### src/rtl/fifo_word_packer.sv
// Drains WIDTH-bit entries from a synchronous FIFO and packs LANES of them into one
// wide word on a valid/ready port; flush emits a partial word with a lane-keep mask.
module fifo_word_packer #(
    parameter int WIDTH = 8,
    parameter int LANES = 4
) (
    input  logic                   clk,
    input  logic                   rst_n,
    input  logic                   fifo_empty,
    input  logic [WIDTH-1:0]       fifo_dout,
    output logic                   fifo_rd_en,
    input  logic                   flush,
    output logic [WIDTH*LANES-1:0] word_data,
    output logic [LANES-1:0]       word_keep,
    output logic                   word_valid,
    input  logic                   word_ready
);
    localparam int CW = $clog2(LANES);

    typedef enum logic {
        FILL = 1'b0,
        HOLD = 1'b1
    } state_t;

    state_t                 r_state;
    logic                   r_run;
    logic [CW-1:0]          r_cnt;
    logic [WIDTH*LANES-1:0] r_data;
    logic [LANES-1:0]       r_keep;
    logic                   r_valid;

    logic w_cap;
    logic w_full;
    logic w_emit;

    // Read enable depends only on registered state, so the FIFO sees no comb path from its own flags.
    assign fifo_rd_en = r_run & (r_state == FILL);
    assign w_cap      = fifo_rd_en & ~fifo_empty;
    assign w_full     = w_cap & (r_cnt == CW'(LANES - 1));
    assign w_emit     = w_full | (flush & ((r_cnt != '0) | w_cap));

    assign word_data  = r_data;
    assign word_keep  = r_keep;
    assign word_valid = r_valid;

    always_ff @(posedge clk or negedge rst_n) begin
        if (!rst_n) begin
            r_run   <= 1'b0;
            r_state <= FILL;
            r_cnt   <= '0;
            r_data  <= '0;
            r_keep  <= '0;
            r_valid <= 1'b0;
        end else begin
            r_run <= 1'b1;
            case (r_state)
                FILL: begin
                    if (w_cap) begin
                        r_data[int'(r_cnt)*WIDTH +: WIDTH] <= fifo_dout;
                        r_keep[r_cnt]                      <= 1'b1;
                        r_cnt                              <= r_cnt + CW'(1);
                    end
                    if (w_emit) begin
                        r_state <= HOLD;
                        r_valid <= 1'b1;
                    end
                end
                HOLD: begin
                    // A partial word leaves cnt nonzero, so it is cleared here along with the lanes.
                    if (r_valid && word_ready) begin
                        r_state <= FILL;
                        r_valid <= 1'b0;
                        r_keep  <= '0;
                        r_data  <= '0;
                        r_cnt   <= '0;
                    end
                end
                default: r_state <= FILL;
            endcase
        end
    end
endmodule

### config.mk
export PLATFORM = sky130hd
export DESIGN_NAME = fifo_word_packer
export DESIGN_NICKNAME = d
export VERILOG_FILES = /design/src/rtl/fifo_word_packer.sv
export SDC_FILE = /design/constraint.sdc
export NUM_CORES = 1
export LEC_CHECK = 0
export CAP_MARGIN = 20
export CORE_MARGIN = 2
export CORE_UTILIZATION = 48
export CTS_CLUSTER_DIAMETER = 80
export DETAILED_ROUTE_END_ITERATION = 10
export PLACE_DENSITY = 0.83
export SYNTH_ARGS = -nofsm -noshare
export SYNTH_HDL_FRONTEND = slang
export SYNTH_SLANG_ARGS = --single-unit
### constraint.sdc
create_clock -name clk -period 2.6 [get_ports clk]
set_input_delay 0.65 -clock clk [delete_from_list [all_inputs] [get_ports clk]]
set_output_delay 0.65 -clock clk [all_outputs]
set_load 0.01 [all_outputs]
=== Word-level counts from Yosys, hierarchy flattened ===
Cells that the tools add are included.

* Bits in registers: 41
* Input port bits: 13
* Output and inout port bits: 38
* Word-level logic and storage cells: 48

* Add/subtract/negate cells: 2
* Order comparisons: 2
* Equal/unequal tests: 4
* Shift-type cells: 2
* Mux-type cells: 18
* Bitwise gates (word level): 9
* Reduce and logical (&&, ||, !) cells: 5

{| class="wikitable"
|+ Operators with widths
! cell !! count
|-
| 32-bit two-way mux || 2
|-
| 32-bit one-hot mux with 2 select lines || 1
|-
| 5-bit negation with 33-bit output || 1
|-
| 8-bit by 33-bit variable shift with 32-bit output, first input constant || 1
|-
| 8-bit by 33-bit indexed part select with 32-bit output || 1
|-
| 32-bit bitwise mux || 1
|-
| 4-bit two-way mux || 2
|-
| 4-bit one-hot mux with 2 select lines || 1
|-
| 1-bit two-way mux || 5
|-
| 1-bit AND || 4
|-
| 2-bit two-way mux || 2
|-
| 2-bit != test, second input constant || 2
|-
| 4-bit OR || 1
|-
| 1-bit one-hot mux with 2 select lines || 2
|-
| 2-bit one-hot mux with 2 select lines || 1
|-
| 2-bit AND reduction || 2
|-
| 2-bit by 3-bit < comparator with 1-bit output, second input constant || 1
|-
| 2-bit by 1-bit adder with 2-bit output, second input constant || 1
|-
| 1-bit demux with 2-bit select || 1
|-
| 2-bit equality test, second input constant || 1
|-
| 2-bit by 1-bit greater-or-equal comparator with 1-bit output, second input constant || 1
|-
| 1-bit logical AND || 2
|-
| 2-bit by 1-bit != test with 1-bit output, second input constant || 1
|-
| 1-bit NOT || 2
|-
| 2 further kinds || 3
|}

=== Longest topological paths before layout ===
* Word-level depth: 8
* Depth in mapped cells: 7

=== Least setup slack after synthesis ===
Ideal clock, no wire load.

* Kind: register to register
* From: register r_cnt[0]
* To: register r_data[17] (netlist: word_data[17])
* Data arrival time: 1.989 ns
* Required time: 2.532 ns
* Slack: 0.543 ns
* Cell stages (with the launch flop): 8
* Buffers on the path: 2
* Period minus slack after synthesis: 2.057 ns
* Path through: dfrtp_1 > buf_2 > inv_1 > ha_1 > or3b_1 > buf_6 > nor3b_4 > a32o_1

* Longest elaborated chain between the ends: 5

{| class="wikitable"
|+ RTL lines
! what !! RTL line !! source
|-
| start: declaration || 27 || <nowiki>logic [CW-1:0] r_cnt;</nowiki>
|-
| start signal: assignment || 61 || <nowiki>r_cnt <= r_cnt + CW'(1);</nowiki>
|-
| 5-bit negation with 33-bit output * || 59 || <nowiki>r_data[int'(r_cnt)*WIDTH +: WIDTH] <= fifo_dout;</nowiki>
|-
| 8-bit by 33-bit indexed part select with 32-bit output or 8-bit by 33-bit variable shift with 32-bit output (tied branches) || 59 ||
|-
| 32-bit bitwise mux * || 59 ||
|-
| 32-bit two-way mux * || 58 || <nowiki>if (w_cap) begin</nowiki>
|-
| 32-bit one-hot mux with 2 select lines * || 56 || <nowiki>case (r_state)</nowiki>
|-
| end signal: indexed assignment || 59 ||
|-
| end: declaration || 28 || <nowiki>logic [WIDTH*LANES-1:0] r_data;</nowiki>
|}

Mark *: on every way between the ends. The rest lies on a longest branch, timed or not. The select of a mux whose other input is x is not followed.
A chain may end at the register's enable or synchronous reset.

=== Worst setup path in the final report ===
* From: register r_cnt[1]
* To: register r_data[18] (netlist: word_data[18])

The elaborated chain is that of the path after synthesis.

==> run metrics <==
Fin Clk Skew=about 7.0 ps; max cap viols=0; CTS tree=done; max layer used=met4; NetSw=approximately 530 uW; Synth Instances=between 150 and 200; CTS root buf=clkbuf_8; VDD IR max=roughly 0.39 mV; FF-to-FF path depth=5; yosys warns=0; CTS max path bufs=2; clock sinks=just over 40; routed length on met1=just under 2 mm; DRT Pass-1 Iters=4; hold_buf cts=0; outcome=completed; vias in the first global route=approximately 1400; Placer Congestion=between 0.7 and 0.8; setup_tns=0 ps; crit path DAT=2430 ps; #FFs+latches synth=41; Final min period=2209 ps; largest fanout on the critical path=9; routed wl met3=between 200 and 250 um; Worst Max-Slew Pin Slew=between 800 and 900 ps; share of cells above drive strength 1=between 10% and 20%; Syn Nets=193; reg-to-reg startpoint=r_cnt[1]$_DFFE_PN0P_; die footprint=about 4700 um2; core box area=~4000 um2; fin util=65.72%; fin nets=247; Combinational Power Share=between 30% and 40%; final hold violations=0; post-CTS setup buffer count=0; register area share after synthesis=51.64%; met2 routed WL=1.908 mm; Clock Latency Late Sink=300 ps; Critical Path Sink Type=flop; largest net degree at the start of global routing=42; Final Setup Violations=0; Num CTS Buffers=5; WP buf/inv=1; clock edge transition at the registers on the reported setup and hold paths=approximately 80 ps; Hold Crit Class=primary input to async pin; IO Port Bufs=50; RSZ-0062 raised after global routing=false; top-level I/O count=51; Die W=68.34 um; Detail Placement HPWL=around 2.9 mm; Initial Utilization=49.67%; post-CTS resize count=0; reported leakage power=about 1.3 nW; slowest cell on the critical path=or3b_1; Sw Ratio=between 30% and 40%; GRT Util Overall=20.20%; Slew Limit Fails=0; post-synthesis cell area=~2000 um2; vias=between 1000 and 1500; H-tree lvl count=2; r2r setup slk=approximately 390 ps; fmax=around 450 MHz; routed wire length=just over 4 mm; Setup crit start kind=flop; CP required=2820 ps; crit-path leading delay family=simple AND/OR/NAND/NOR gates; Inst Count DP=roughly 270; Remaining DRCs=0; worst path cell trace=inv_1, ha_1, or3b_1, nor3b_4, a32o_1; count of cell types in the netlist=32; Critical R2R Capture=word_data[18]$_DFFE_PN0P_; PwrDens=approximately 660 nW/um2; Final ANT Viol Nets=0; critical path class=flop to flop; clock network power share=a little under a quarter; Post-Layout Cell Count=about 280; Synth-to-Final Area Change=32.30%; first-pass GRT wire length=6.858 mm; max_slew headroom=about two fifths; Avg WL per Cell=15.00 um; Worst path depth=5; Worst Setup EP=word_data[18]$_DFFE_PN0P_; Synth Area per Inst=approximately 12 um2; vias per cell=approximately 5.2; CP peak stage delay=approximately 540 ps; fraction of the cycle the final worst path needs=a little over four fifths; register share of total power=a little under half; Internal=1.199 mW; gr ovfl total=0; initial DRC count=86; crit path from=r_cnt[1]$_DFFE_PN0P_; Antenna diodes=0; # rows=23; chip height=between 60 and 70 um; initial antenna violation count=0
-- power by group through the flow --
stage                     clock [mW]  sequential (mW)  combinational [mW]
final                          0.408            0.794               0.524
after global routing           0.439            0.806               0.579
after CTS                      0.412            0.795               0.527
after detailed placement           0            0.808               0.522
after global placement             0            0.806               0.517
after floorplan                    0            0.835               0.239
-- flip-flops by register name, indices dropped and copies added, names as in the netlist --
signal,count
word_data,32
r_run,1
r_cnt,2
word_valid,1
word_keep,4
r_state,1
-- cell usage after synthesis --
cell       count  share of area, %
dfrtp_1       41                52
inv_1         21               4.0
mux2_2        16               9.1
nand2_1        9               1.7
and3_1         8               2.5
ha_1           8               5.0
mux2i_1        8               4.0
nor2_1         8               1.5
nor3_1         8               2.0
a32o_1         7               3.5
or3_1          7               2.2
a21oi_1        5               1.3
buf_2          4               1.0
a21oi_2        2              0.88
a22o_1         2              0.88
buf_6          2               1.1
a211oi_1       1              0.38
a21o_1         1              0.38
a21oi_4        1              0.82
a2bb2oi_1      1              0.44
a31o_2         1              0.44
and3_2         1              0.38
buf_4          1              0.38
conb_1         1              0.19
nand2b_1       1              0.32
nor3b_1        1              0.38
nor3b_4        1              0.94
nor4b_1        1              0.44
nor4b_2        1              0.76
o21ba_2        1              0.50
o32ai_1        1              0.44
or3b_1         1              0.44
-- cell usage in the layout (no fill, tap or decap) --
cell             instances
clkdlybuf4s50_1         49
dfrtp_1                 41
inv_1                   21
mux2_2                  16
nand2_1                  9
nor2_1                   8
nor3_1                   8
mux2i_1                  8
and3_1                   8
ha_1                     8
or3_1                    7
a32o_1                   7
a21oi_1                  5
clkbuf_8                 5
buf_4                    3
a21oi_2                  2
a22o_1                   2
clkinv_2                 2
o32ai_1                  1
and3_2                   1
o21ba_2                  1
or3b_1                   1
nor3b_2                  1
nor4b_2                  1
a21oi_4                  1
nor4b_1                  1
nand2b_1                 1
a2bb2oi_1                1
nor3b_4                  1
a21o_1                   1
a211oi_1                 1
a31o_2                   1
clkinvlp_4               1
buf_2                    1
buf_12                   1
conb_1                   1
-- final cells by class --
type	count	area, um2
Fill cell	344	1371
Sequential cell	41	1026
Multi-Input combinational cell	103	837.1
Timing Repair Buffer	54	538.0
Inverter	21	78.83
Clock buffer	5	68.82
Tap cell	50	62.56
Clock inverter	3	17.52
-- per-layer routing --
metal	GRT usage, %	vias to the layer above
met1	27.87	683
met3	5.757	9
li1	-	705
met2	30.70	43
met5	0	-
met4	6.500	0
-- stage by stage --
| stage | setup slack, ps | area, um2 | total power, mW | hold slack (ps) |
|---|---|---|---|---|
| floorplan | 543.3 | 1987 | 1.074 | 354.4 |
| global placement | 282.9 | 2542 | 1.323 | 491.4 |
| detailed placement | 251.4 | 2542 | 1.330 | 486.9 |
| CTS | 407.9 | 2629 | 1.734 | 508.4 |
| global route | 307.4 | 2629 | 1.824 | 537.6 |
| finish | 391.5 | 2629 | 1.725 | 475.1 |
-- cell families after synthesis --
| logic type | Yosys count | synth area share [%] |
|---|---|---|
| and+or+nand+nor | 47 | 13.60 |
| muxes | 24 | 13.10 |
| DFF | 41 | 51.64 |
| AOI/OAI and AO/OA | 23 | 9.951 |
| adders and majority gates | 8 | 5.038 |
| buffers and inverters | 28 | 6.486 |
| other | 1 | 0.1887 |
-- how the worst min path moves through the flow --
| stage | startpoint | to | slack, ps | cells after the start |
|---|---|---|---|---|
| global route | word_data[9]$_DFFE_PN0P_ | word_data[9]$_DFFE_PN0P_ | 540 | 1 |
| global placement | word_data[27]$_DFFE_PN0P_ | word_data[27]$_DFFE_PN0P_ | 490 | 1 |
| CTS | rst_n | word_keep[1]$_DFFE_PN0P_ | 510 | 1 |
| finish | rst_n | word_keep[1]$_DFFE_PN0P_ | 480 | 1 |
| detailed placement | word_keep[1]$_DFFE_PN0P_ | word_keep[1]$_DFFE_PN0P_ | 490 | 2 |
| floorplan | rst_n | r_cnt[0]$_DFFE_PN0P_ | 350 | 0 |
No activity file was read; power rests on OpenSTA's default activity.
